[src/rtl/axis_gate_pkg.sv]
`default_nettype none
// ============================================================================
// Module   : axis_gate_pkg
// Purpose  : Shared types and constants for the credit-driven AXI-Stream
//            frame gate (axis_credit_gate) and its helpers.
// Contents : state_t        - gate FSM states
//            MIN_MAX_BEATS  - smallest meaningful truncation length
//            beat_cnt_width - width of the per-frame beat counter
// Revision : 1.0 - initial release
// ============================================================================
package axis_gate_pkg;

    // TRUNC is only reachable when AXIS_GATE_TRUNC_EN is defined.
    typedef enum logic [1:0] {
        IDLE  = 2'd0,
        PASS  = 2'd1,
        DROP  = 2'd2,
        TRUNC = 2'd3
    } state_t;

    // The first beat is never a truncation point, so a frame limit below two
    // beats has no useful meaning.
    localparam int MIN_MAX_BEATS = 2;

    function automatic int beat_cnt_width(input int max_beats);
        return $clog2(max_beats + 1);
    endfunction

endpackage
`default_nettype wire

[src/rtl/axis_skid_buffer.sv]
`default_nettype none
// ============================================================================
// Module   : axis_skid_buffer
// Purpose  : Registered AXI-Stream stage between the gate's inner interface
//            and the master port. One cycle of latency, full throughput
//            while m_tready_i is high.
//            GREEDY=0 : single output register, ready = slot free or draining.
//            GREEDY=1 : output register plus skid register, ready is purely
//                       registered (not full), so upstream timing does not
//                       depend on m_tready_i.
// Ports    : clk, rst_n            clock, asynchronous active-low reset
//            s_t{data,last,valid}  upstream beat in, s_tready_o back
//            m_t{data,last,valid}  downstream beat out (registered)
//            m_tready_i            downstream ready
// Revision : 1.0 - initial release
// ============================================================================
module axis_skid_buffer #(
    parameter int GREEDY      = 0,
    parameter int AXIS_DWIDTH = 32
) (
    input  logic                   clk,
    input  logic                   rst_n,
    input  logic [AXIS_DWIDTH-1:0] s_tdata_i,
    input  logic                   s_tlast_i,
    input  logic                   s_tvalid_i,
    output logic                   s_tready_o,
    output logic [AXIS_DWIDTH-1:0] m_tdata_o,
    output logic                   m_tlast_o,
    output logic                   m_tvalid_o,
    input  logic                   m_tready_i
);

    logic [AXIS_DWIDTH-1:0] out_data_q;
    logic                   out_last_q;
    logic                   out_valid_q;
    logic                   w_out_free;

    // Output slot can take a new beat when empty or being drained this cycle.
    assign w_out_free = ~out_valid_q | m_tready_i;

    assign m_tdata_o  = out_data_q;
    assign m_tlast_o  = out_last_q;
    assign m_tvalid_o = out_valid_q;

    generate
        if (GREEDY != 0) begin : g_skid
            logic [AXIS_DWIDTH-1:0] skid_data_q;
            logic                   skid_last_q;
            logic                   skid_valid_q;

            assign s_tready_o = ~skid_valid_q;

            always_ff @(posedge clk or negedge rst_n) begin
                if (!rst_n) begin
                    out_data_q   <= '0;
                    out_last_q   <= 1'b0;
                    out_valid_q  <= 1'b0;
                    skid_data_q  <= '0;
                    skid_last_q  <= 1'b0;
                    skid_valid_q <= 1'b0;
                end else if (w_out_free) begin
                    if (skid_valid_q) begin
                        // Parked beat goes first to preserve ordering.
                        out_data_q   <= skid_data_q;
                        out_last_q   <= skid_last_q;
                        out_valid_q  <= 1'b1;
                        skid_valid_q <= 1'b0;
                    end else if (s_tvalid_i) begin
                        out_data_q  <= s_tdata_i;
                        out_last_q  <= s_tlast_i;
                        out_valid_q <= 1'b1;
                    end else begin
                        out_last_q  <= 1'b0;
                        out_valid_q <= 1'b0;
                    end
                end else if (s_tvalid_i && !skid_valid_q) begin
                    // Output stalled but we already advertised ready: park it.
                    skid_data_q  <= s_tdata_i;
                    skid_last_q  <= s_tlast_i;
                    skid_valid_q <= 1'b1;
                end
            end
        end else begin : g_pipe
            assign s_tready_o = w_out_free;

            always_ff @(posedge clk or negedge rst_n) begin
                if (!rst_n) begin
                    out_data_q  <= '0;
                    out_last_q  <= 1'b0;
                    out_valid_q <= 1'b0;
                end else if (w_out_free) begin
                    if (s_tvalid_i) begin
                        out_data_q  <= s_tdata_i;
                        out_last_q  <= s_tlast_i;
                        out_valid_q <= 1'b1;
                    end else begin
                        out_last_q  <= 1'b0;
                        out_valid_q <= 1'b0;
                    end
                end
            end
        end
    endgenerate

endmodule
`default_nettype wire

[src/rtl/axis_credit_gate.sv]
`default_nettype none
// ============================================================================
// Module   : axis_credit_gate
// Purpose  : Credit-driven AXI-Stream frame gate. Each frame is passed or
//            dropped as a whole, decided on its first beat: it passes when a
//            credit is available (and, unless GREEDY, the inner path is
//            ready). A passed frame consumes one credit. Pass/drop/truncate
//            statistics are kept in wrapping counters.
// Macro    : AXIS_GATE_TRUNC_EN - enables max-length truncation: beat
//            MAX_BEATS of a forwarded frame is sent with tlast forced and the
//            remainder of the frame is discarded. Undefined: frames of any
//            length pass unmodified and count_trunc_o is 0.
// Ports    : clk, rst_n                clock, asynchronous active-low reset
//            credit_add_i/clear_i      credit pulses; credits_o current count
//            count_{pass,drop,trunc}_o statistics; count_clear_i zeroes them
//            s_t{data,last,valid,ready} slave stream
//            m_t{data,last,valid,ready} master stream (via axis_skid_buffer)
// Revision : 1.0 - initial release
// ============================================================================
module axis_credit_gate
    import axis_gate_pkg::*;
#(
    parameter int CFG_DWIDTH   = 8,
    parameter int CREDIT_WIDTH = 4,
    parameter int GREEDY       = 0,
    parameter int MAX_BEATS    = 256,
    parameter int AXIS_DWIDTH  = 32
) (
    input  logic                    clk,
    input  logic                    rst_n,
    input  logic                    credit_add_i,
    input  logic                    credit_clear_i,
    output logic [CREDIT_WIDTH-1:0] credits_o,
    output logic [CFG_DWIDTH-1:0]   count_pass_o,
    output logic [CFG_DWIDTH-1:0]   count_drop_o,
    output logic [CFG_DWIDTH-1:0]   count_trunc_o,
    input  logic                    count_clear_i,
    input  logic [AXIS_DWIDTH-1:0]  s_tdata_i,
    input  logic                    s_tlast_i,
    input  logic                    s_tvalid_i,
    output logic                    s_tready_o,
    output logic [AXIS_DWIDTH-1:0]  m_tdata_o,
    output logic                    m_tlast_o,
    output logic                    m_tvalid_o,
    input  logic                    m_tready_i
);

    localparam int                      c_max_beats  = (MAX_BEATS < MIN_MAX_BEATS) ? MIN_MAX_BEATS : MAX_BEATS;
    localparam logic [CREDIT_WIDTH-1:0] c_credit_max = {CREDIT_WIDTH{1'b1}};
    localparam logic [CREDIT_WIDTH-1:0] c_credit_one = 1;
    localparam logic [CFG_DWIDTH-1:0]   c_cnt_one    = 1;

    state_t                  state_q;
    logic [CREDIT_WIDTH-1:0] credits_q, credits_d;
    logic [CFG_DWIDTH-1:0]   cnt_pass_q, cnt_pass_d;
    logic [CFG_DWIDTH-1:0]   cnt_drop_q, cnt_drop_d;
    logic [CFG_DWIDTH-1:0]   cnt_trunc_q, cnt_trunc_d;

    logic [AXIS_DWIDTH-1:0]  w_inner_tdata;
    logic                    w_inner_tlast;
    logic                    w_inner_tvalid;
    logic                    w_inner_tready;

    logic                    w_pass;
    logic                    w_s_tready;
    logic                    w_s_hs;
    logic                    w_trunc_now;
    logic                    w_inc_pass;
    logic                    w_inc_drop;
    logic                    w_inc_trunc;

    // ------------------------------------------------------------------
    // Truncation point detection
    // ------------------------------------------------------------------
`ifdef AXIS_GATE_TRUNC_EN
    localparam int c_beat_w = beat_cnt_width(c_max_beats);

    logic [c_beat_w-1:0] beat_cnt_q;

    // beat_cnt_q counts beats already forwarded, so the beat now presented
    // in PASS is number beat_cnt_q+1 of the frame.
    assign w_trunc_now = (state_q == PASS) && !s_tlast_i &&
                         (beat_cnt_q == c_beat_w'(c_max_beats - 1));

    always_ff @(posedge clk or negedge rst_n) begin
        if (!rst_n) begin
            beat_cnt_q <= '0;
        end else if (w_s_hs) begin
            if (state_q == IDLE) begin
                beat_cnt_q <= c_beat_w'(1);
            end else if (state_q == PASS) begin
                beat_cnt_q <= beat_cnt_q + c_beat_w'(1);
            end
        end
    end
`else
    logic [31:0] w_unused_max_beats;

    assign w_unused_max_beats = 32'(c_max_beats);
    assign w_trunc_now        = 1'b0;
`endif

    // ------------------------------------------------------------------
    // Slave/inner steering
    // ------------------------------------------------------------------
    assign w_pass = (credits_q != '0) && ((GREEDY != 0) || w_inner_tready);

    always_comb begin
        w_inner_tdata  = s_tdata_i;
        w_inner_tlast  = 1'b0;
        w_inner_tvalid = 1'b0;
        w_s_tready     = 1'b0;
        case (state_q)
            IDLE: begin
                if (w_pass) begin
                    w_inner_tvalid = s_tvalid_i;
                    w_inner_tlast  = s_tvalid_i & s_tlast_i;
                    w_s_tready     = w_inner_tready;
                end else begin
                    w_s_tready = 1'b1;
                end
            end
            PASS: begin
                w_inner_tvalid = s_tvalid_i;
                w_inner_tlast  = s_tvalid_i & (s_tlast_i | w_trunc_now);
                w_s_tready     = w_inner_tready;
            end
            DROP, TRUNC: begin
                w_s_tready = 1'b1;
            end
            default: begin
                w_s_tready = 1'b0;
            end
        endcase
    end

    assign w_s_hs      = s_tvalid_i & w_s_tready;
    assign s_tready_o  = w_s_tready & rst_n;

    assign w_inc_pass  = (state_q == IDLE) && w_s_hs &&  w_pass;
    assign w_inc_drop  = (state_q == IDLE) && w_s_hs && !w_pass;
    assign w_inc_trunc = w_s_hs && w_trunc_now;

    // ------------------------------------------------------------------
    // Frame FSM
    // ------------------------------------------------------------------
    always_ff @(posedge clk or negedge rst_n) begin
        if (!rst_n) begin
            state_q <= IDLE;
        end else begin
            case (state_q)
                IDLE: begin
                    if (w_s_hs && !s_tlast_i) begin
                        state_q <= w_pass ? PASS : DROP;
                    end
                end
                PASS: begin
                    if (w_s_hs) begin
                        if (s_tlast_i) begin
                            state_q <= IDLE;
                        end else if (w_trunc_now) begin
                            state_q <= TRUNC;
                        end
                    end
                end
                DROP, TRUNC: begin
                    if (w_s_hs && s_tlast_i) begin
                        state_q <= IDLE;
                    end
                end
                default: begin
                    state_q <= IDLE;
                end
            endcase
        end
    end

    // ------------------------------------------------------------------
    // Credits and statistics
    // ------------------------------------------------------------------
    always_comb begin
        credits_d = credits_q;
        if (credit_clear_i) begin
            credits_d = '0;
        end else if (credit_add_i && !w_inc_pass) begin
            if (credits_q != c_credit_max) begin
                credits_d = credits_q + c_credit_one;
            end
        end else if (w_inc_pass && !credit_add_i) begin
            credits_d = credits_q - c_credit_one;
        end
        // add together with consume leaves the count unchanged

        cnt_pass_d  = cnt_pass_q  + (w_inc_pass  ? c_cnt_one : '0);
        cnt_drop_d  = cnt_drop_q  + (w_inc_drop  ? c_cnt_one : '0);
        cnt_trunc_d = cnt_trunc_q + (w_inc_trunc ? c_cnt_one : '0);
        if (count_clear_i) begin
            cnt_pass_d  = '0;
            cnt_drop_d  = '0;
            cnt_trunc_d = '0;
        end
    end

    always_ff @(posedge clk or negedge rst_n) begin
        if (!rst_n) begin
            credits_q   <= '0;
            cnt_pass_q  <= '0;
            cnt_drop_q  <= '0;
            cnt_trunc_q <= '0;
        end else begin
            credits_q   <= credits_d;
            cnt_pass_q  <= cnt_pass_d;
            cnt_drop_q  <= cnt_drop_d;
            cnt_trunc_q <= cnt_trunc_d;
        end
    end

    assign credits_o     = credits_q;
    assign count_pass_o  = cnt_pass_q;
    assign count_drop_o  = cnt_drop_q;
    assign count_trunc_o = cnt_trunc_q;

    // ------------------------------------------------------------------
    // Inner -> master register stage
    // ------------------------------------------------------------------
    axis_skid_buffer #(
        .GREEDY      (GREEDY),
        .AXIS_DWIDTH (AXIS_DWIDTH)
    ) u_skid (
        .clk        (clk),
        .rst_n      (rst_n),
        .s_tdata_i  (w_inner_tdata),
        .s_tlast_i  (w_inner_tlast),
        .s_tvalid_i (w_inner_tvalid),
        .s_tready_o (w_inner_tready),
        .m_tdata_o  (m_tdata_o),
        .m_tlast_o  (m_tlast_o),
        .m_tvalid_o (m_tvalid_o),
        .m_tready_i (m_tready_i)
    );

endmodule
`default_nettype wire
[config.mk]
export PLATFORM = sky130hd
export DESIGN_NAME = axis_credit_gate
export DESIGN_NICKNAME = d
export VERILOG_FILES = /design/src/rtl/axis_gate_pkg.sv /design/src/rtl/axis_skid_buffer.sv /design/src/rtl/axis_credit_gate.sv
export SDC_FILE = /design/constraint.sdc
export NUM_CORES = 1
export LEC_CHECK = 0
export BUFFER_PORTS_ARGS = -buffer_cell sky130_fd_sc_hd__clkbuf_2
export CAP_MARGIN = 20
export CORE_MARGIN = 1.5
export CORE_UTILIZATION = 48
export DETAILED_ROUTE_END_ITERATION = 8
export PLACE_DENSITY = 0.8
export SLEW_MARGIN = 20
export SYNTH_ARGS = -nofsm -noshare
export SYNTH_HDL_FRONTEND = slang
export SYNTH_SLANG_ARGS = --single-unit
[constraint.sdc]
create_clock -name clk -period 3 [get_ports clk]
set_clock_uncertainty 0.15 [all_clocks]
set_input_delay 0.6 -clock clk [delete_from_list [all_inputs] [get_ports clk]]
set_output_delay 0.6 -clock clk [all_outputs]
set_load 0.02 [all_outputs]
**Word level (Yosys, flattened, before mapping)**

Cells that the tools add are included.

- Register bits after elaboration: 56
- Bits of input ports: 40
- Output and inout bits: 63
- Logic and storage cells: 66

- $add $sub $neg: 4
- Equal/unequal tests: 9
- Multiplexer cells: 22
- Bitwise operators: 5
- Reductions and logical operators: 19

Operators with widths:

| operator | number |
|---|---|
| $add A8 B1 Y8 | 2 |
| $mux W4 | 4 |
| $mux W8 | 2 |
| $mux W2 | 5 |
| $logic_and A1 B1 Y1 | 8 |
| $mux W1 | 7 |
| $ne A2 B2 Y1 const B | 3 |
| $pmux W2 S3 | 1 |
| $add A4 B1 Y4 const B | 1 |
| $eq A2 B2 Y1 const B | 2 |
| $logic_not A1 Y1 | 4 |
| $ne A4 B4 Y1 const B | 1 |
| $pmux W1 S2 | 2 |
| $reduce_and A2 Y1 | 2 |
| $reduce_and A4 Y1 | 1 |
| $reduce_bool A4 Y1 | 1 |
| $sub A4 B1 Y4 const B | 1 |
| $and A1 B1 Y1 | 3 |
| $ne A3 B2 Y1 const B | 1 |
| $pmux W1 S3 | 1 |
| $reduce_bool A3 Y1 | 1 |
| $eq A2 B1 Y1 const B | 1 |
| $logic_not A2 Y1 | 1 |
| $ne A2 B1 Y1 const B | 1 |
| 3 further kinds | 3 |

**Logic depth before layout (Yosys ltp)**

- Depth after elaboration: 12
- Gate-level depth with buffers: 10
- Gate-level depth less buffers: 9

**Hierarchy**

From an unflattened synthesis, not the netlist that was laid out.

- Cells, all modules: 207
- Area, all modules: 2,718.9 um^2

By module, submodules not included:

| module | instances | cells an instance | area each (um^2) |
|---|---|---|---|
| axis_skid_buffer | 1 | 75 | 1,430.1 |
| axis_credit_gate | 1 | 132 | 1,288.7 |

**Worst setup path after synthesis**

Ideal clock, no wire load.

- Path type: register to register
- Start point: register credits_q[1] (netlist: credits_o[1])
- End point: register credits_q[3] (netlist: credits_o[3])
- Arrival time: 2,179 ps
- Required time: 2,746 ps
- Setup slack: 567 ps
- Stages on the path, launching flop included: 9
- Buffers on the path: 1
- Cells stage by stage: dfrtp_1 > buf_4 > nor4_4 > o31a_4 > inv_1 > ha_1 > a2111oi_1 > nor2_1 > o311ai_1

- Cells in the longest elaborated chain, start to end: 11
- Elaborated cells on any way between the ends: 20
- Classes of those cells: add/sub: 2; eq/ne: 2; mux: 6; bitwise: 1; reduce/logical: 9

RTL lines:

| element | line | RTL |
|---|---|---|
| from (decl) | axis_credit_gate.sv:54 | `logic [CREDIT_WIDTH-1:0] credits_q, credits_d;` |
| from (signal assigned) | axis_credit_gate.sv:211 | `credits_q <= credits_d;` |
| $reduce_bool A4 Y1 | axis_credit_gate.sv:106 | `assign w_pass = (credits_q != '0) && ((GREEDY != 0) \|\| w_inner_tready);` |
| $logic_and A1 B1 Y1 | axis_credit_gate.sv:106 |  |
| $mux W1 | axis_credit_gate.sv:115 | `if (w_pass) begin` |
| $pmux W1 S3 | axis_credit_gate.sv:113 | `case (state_q)` |
| $and A1 B1 Y1 | axis_credit_gate.sv:137 | `assign w_s_hs = s_tvalid_i & w_s_tready;` |
| $logic_and A1 B1 Y1 (2 in a row) | axis_credit_gate.sv:140 | `assign w_inc_pass = (state_q == IDLE) && w_s_hs && w_pass;` |
| $logic_not A1 Y1 | axis_credit_gate.sv:185 | `end else if (credit_add_i && !w_inc_pass) begin` |
| $logic_and A1 B1 Y1 | axis_credit_gate.sv:185 |  |
| $ne A3 B2 Y1 (no line) (tied with other cells) | - |  |
| $reduce_and A2 Y1 (no line) / $mux W4 (equally long branches) | - |  |

Parallel ways exist; a longest one is shown, timed or not. The select of a mux whose other input is x is not followed.
A chain may end at the register's enable or synchronous reset.

**Worst setup path after layout**

Ends and elaborated chain as after synthesis.

==> flow_summary_export.csv <==
group,metric,value,unit
run_status,status,"completed",
clock_tree,tritoncts,"done",
sta,post-route-min-period,2.51,ns
detailed_routing,drtPass1Iterations,4,
detailed_routing,routed_via_density,4.82,
placed_design,dp_hpwl,3.37,mm
critical_path,path_class,"reg -> reg",
placed_design,port_buffers,94,
synthesis,ys_seq_elements,56,
floorplanning,die_height,75.8,um
cells_and_area,area_growth,22.9,%
placed_design,routabilityCongestion,0.898,
cells_and_area,num-nets-final,344,
sta,fin_hold_ws,0.337,ns
power,power.leakage,1.61,nW
clock_tree,cts_root_buf,"clkbuf_8",
floorplanning,pin_count,103,
sta,relSlewSlack,55.3,%
floorplanning,die_area,0.00574,mm2
critical_path,reg2reg_depth,7,
detailed_routing,first_iter_violations,44,
global_routing,grt_util_all_layers,14.7,%
synthesis,synth.distinct_cells,39,
clock_tree,postCtsResizedCells,0,
synthesis,synth_warnings,0,
critical_path,required,3.05,ns
global_routing,grt_max_degree,57,
detailed_routing,totalWireLength,4.37,mm
clock_tree,clock_latency,0.30,ns
cells_and_area,fin_util,61.2,%
cells_and_area,drive_gt1_share,36.8,%
floorplanning,die_w,75.8,um
global_routing,overflow,0,
cells_and_area,regArea,0.00140,mm2
synthesis,synth_top_area_cell,"dfrtp_1",
global_routing,grt_pass1_wl,6.29,mm
floorplanning,initial_utilization,49.8,%
synthesis,async_flop_share,100,%
cells_and_area,multi_input_area,0.00102,mm2
cells_and_area,nFillCells,428,
sta,fin_crit_sh,83.6,%
critical_path,reg2reg_setup_slack,0.49,ns
critical_path,cp_max_fo,9,
clock_tree,clock_path_buffers,2,
detailed_routing,vias,1779,
synthesis,synth_common_cells,"dfrtp_1, mux2_1, nor2_1",
power,ir_worst_vdd,0.522,mV
clock_tree,cts_setup_buffers,0,
synthesis,netlist_top_cells_area,"dfrtp_1, mux2_1, xor2_1, nor2_1, buf_4",
synthesis,mappedNetlistArea,0.00254,mm2
synthesis,netlist.area_leader.share,55.1,%
sta,rsz0062_at_grt,"no",
clock_tree,path_clk_slew,0.08,ns
clock_tree,cts_made_buffers,5,
critical_path,reg2reg_to,"credits_o[3]",
clock_tree,cts_sinks,56,
worst_hold_path,hold_class,"in -> async",
synthesis,synth_seq_area_share,55.1,%
floorplanning,core,0.00511,mm2
job,drv_cap,0,
critical_path,worstPathArrival,2.56,ns
clock_tree,ctsHtreeMaxLevel,2,
cells_and_area,antenna_cells,0,
synthesis,synth-main-ff-cell,"dfrtp_1",
critical_path,r2r_start,"credits_o[1]",
global_routing,antenna_found_initial,0,
synthesis,syn_inst,203,
floorplanning,fp-row-count,26,
global_routing,grt_pass1_vias,1430,
sta,finalSetupTns,0,ns
power,power_density,926,mW/mm2
sta,maxSlewViolCount,0,
synthesis,synth.most_common_cell,"dfrtp_1",
sta,setup_viol,0,
critical_path,crit_path_end_kind,"flip-flop",
detailed_routing,wl_per_cell,11.8,um
detailed_routing,antenna_left,0,
critical_path,worst_setup_path_start_kind,"flip-flop",
clock_tree,holdBufCountCts,0,
sta,hold_violations,0,
sta,max_freq,399,MHz
detailed_routing,drc,0,
synthesis,syn_area_per_cell,12.5,um2
synthesis,synth_edf_count,0,
sta,worst_pin_slew,0.671,ns
critical path: stages (launching register included):
cell and delay (ns):
dfrtp_1 0.51, nor4_4 0.35, o31a_4 0.22, inv_1 0.04, ha_1 0.18, a2111oi_1 0.57, nor2_1 0.11, o311ai_1 0.28
state kept, by name, indices dropped and copies added, names as in the netlist:
name               cells
u_skid.m_tdata_o      32
count_drop_o           8
count_pass_o           8
credits_o              4
state_q                2
u_skid.m_tlast_o       1
u_skid.m_tvalid_o      1
worst max path at each step:
stage,cells after the start,slack [ns],endpoint,from
3_3_place_gp,10,0.40,credits_o[2],s_tvalid_i
3_5_place_dp,8,0.32,credits_o[3],s_tvalid_i
4_1_cts,7,0.48,credits_o[3],credits_o[2]
6_report,7,0.49,credits_o[3],credits_o[1]
5_1_grt,7,0.30,credits_o[3],credits_o[2]
2_1_floorplan,8,0.57,credits_o[3],credits_o[1]
layer usage:
metal	track usage (%)	vias to the layer above	wire length [um]
li1	-	864	-
met4	4.76	0	40
met5	0	-	0
met2	23.9	67	2150
met3	4.37	4	280
met1	19.0	844	1900
cell usage in the layout, fill, tap and decap left out, types with 2 or more instances in the layout:
cell type,Yosys,layout
xnor2_1,5,5
nand2b_1,3,3
clkbuf_2,0,94
nor2b_1,6,6
a21oi_1,3,3
dfrtp_1,56,56
xor2_1,10,10
nor2_1,21,21
clkbuf_8,0,6
buf_4,10,2
mux2_2,3,3
and3_1,4,4
o21ai_0,3,3
conb_1,1,8
mux2_1,29,29
inv_1,5,5
nand3_1,9,9
clkbuf_1,1,2
nand2_1,4,4
ha_1,6,6
mux2i_1,2,2
logic make-up (layout without fill, tap and decap cells):
family | Yosys count | in the layout | share of synthesized area, %
DFF | 56 | 56 | 55.1
and+or+nand+nor | 54 | 54 | 11.0
AOI/OAI and AO/OA | 16 | 16 | 4.87
xor gates and xnor gates | 15 | 15 | 5.17
buffers and inverters | 21 | 110 | 5.71
other | 1 | 8 | 0.148
adders and majority gates | 6 | 6 | 2.95
muxes | 34 | 34 | 15.0
stage by stage:
step	cell area, um2	cells	setup WS [ns]	total power (W)
after floorplan	2570	210	0.567	0.00214
after global placement	3030	361	0.404	0.00250
after detailed placement	3030	361	0.325	0.00253
after CTS	3120	369	0.481	0.00294
after global routing	3120	369	0.299	0.00311
final	3120	369	0.492	0.00289
final cells by class:
type | count | share of cell area (%)
Tap cell | 70 | 2.80
Sequential cell | 56 | 44.9
Inverter | 5 | 0.601
Clock buffer | 8 | 2.88
Multi-Input combinational cell | 133 | 32.7
Timing Repair Buffer | 97 | 16.2
power by group:
part / switching (W) / leakage [nW] / internal (W)
registers: 0.000183 / 0.704 / 0.00103
clock network: 0.000212 / 0.0455 / 0.000189
logic: 0.000746 / 0.861 / 0.000529
Note: power is estimated with default switching activity, not from simulation.
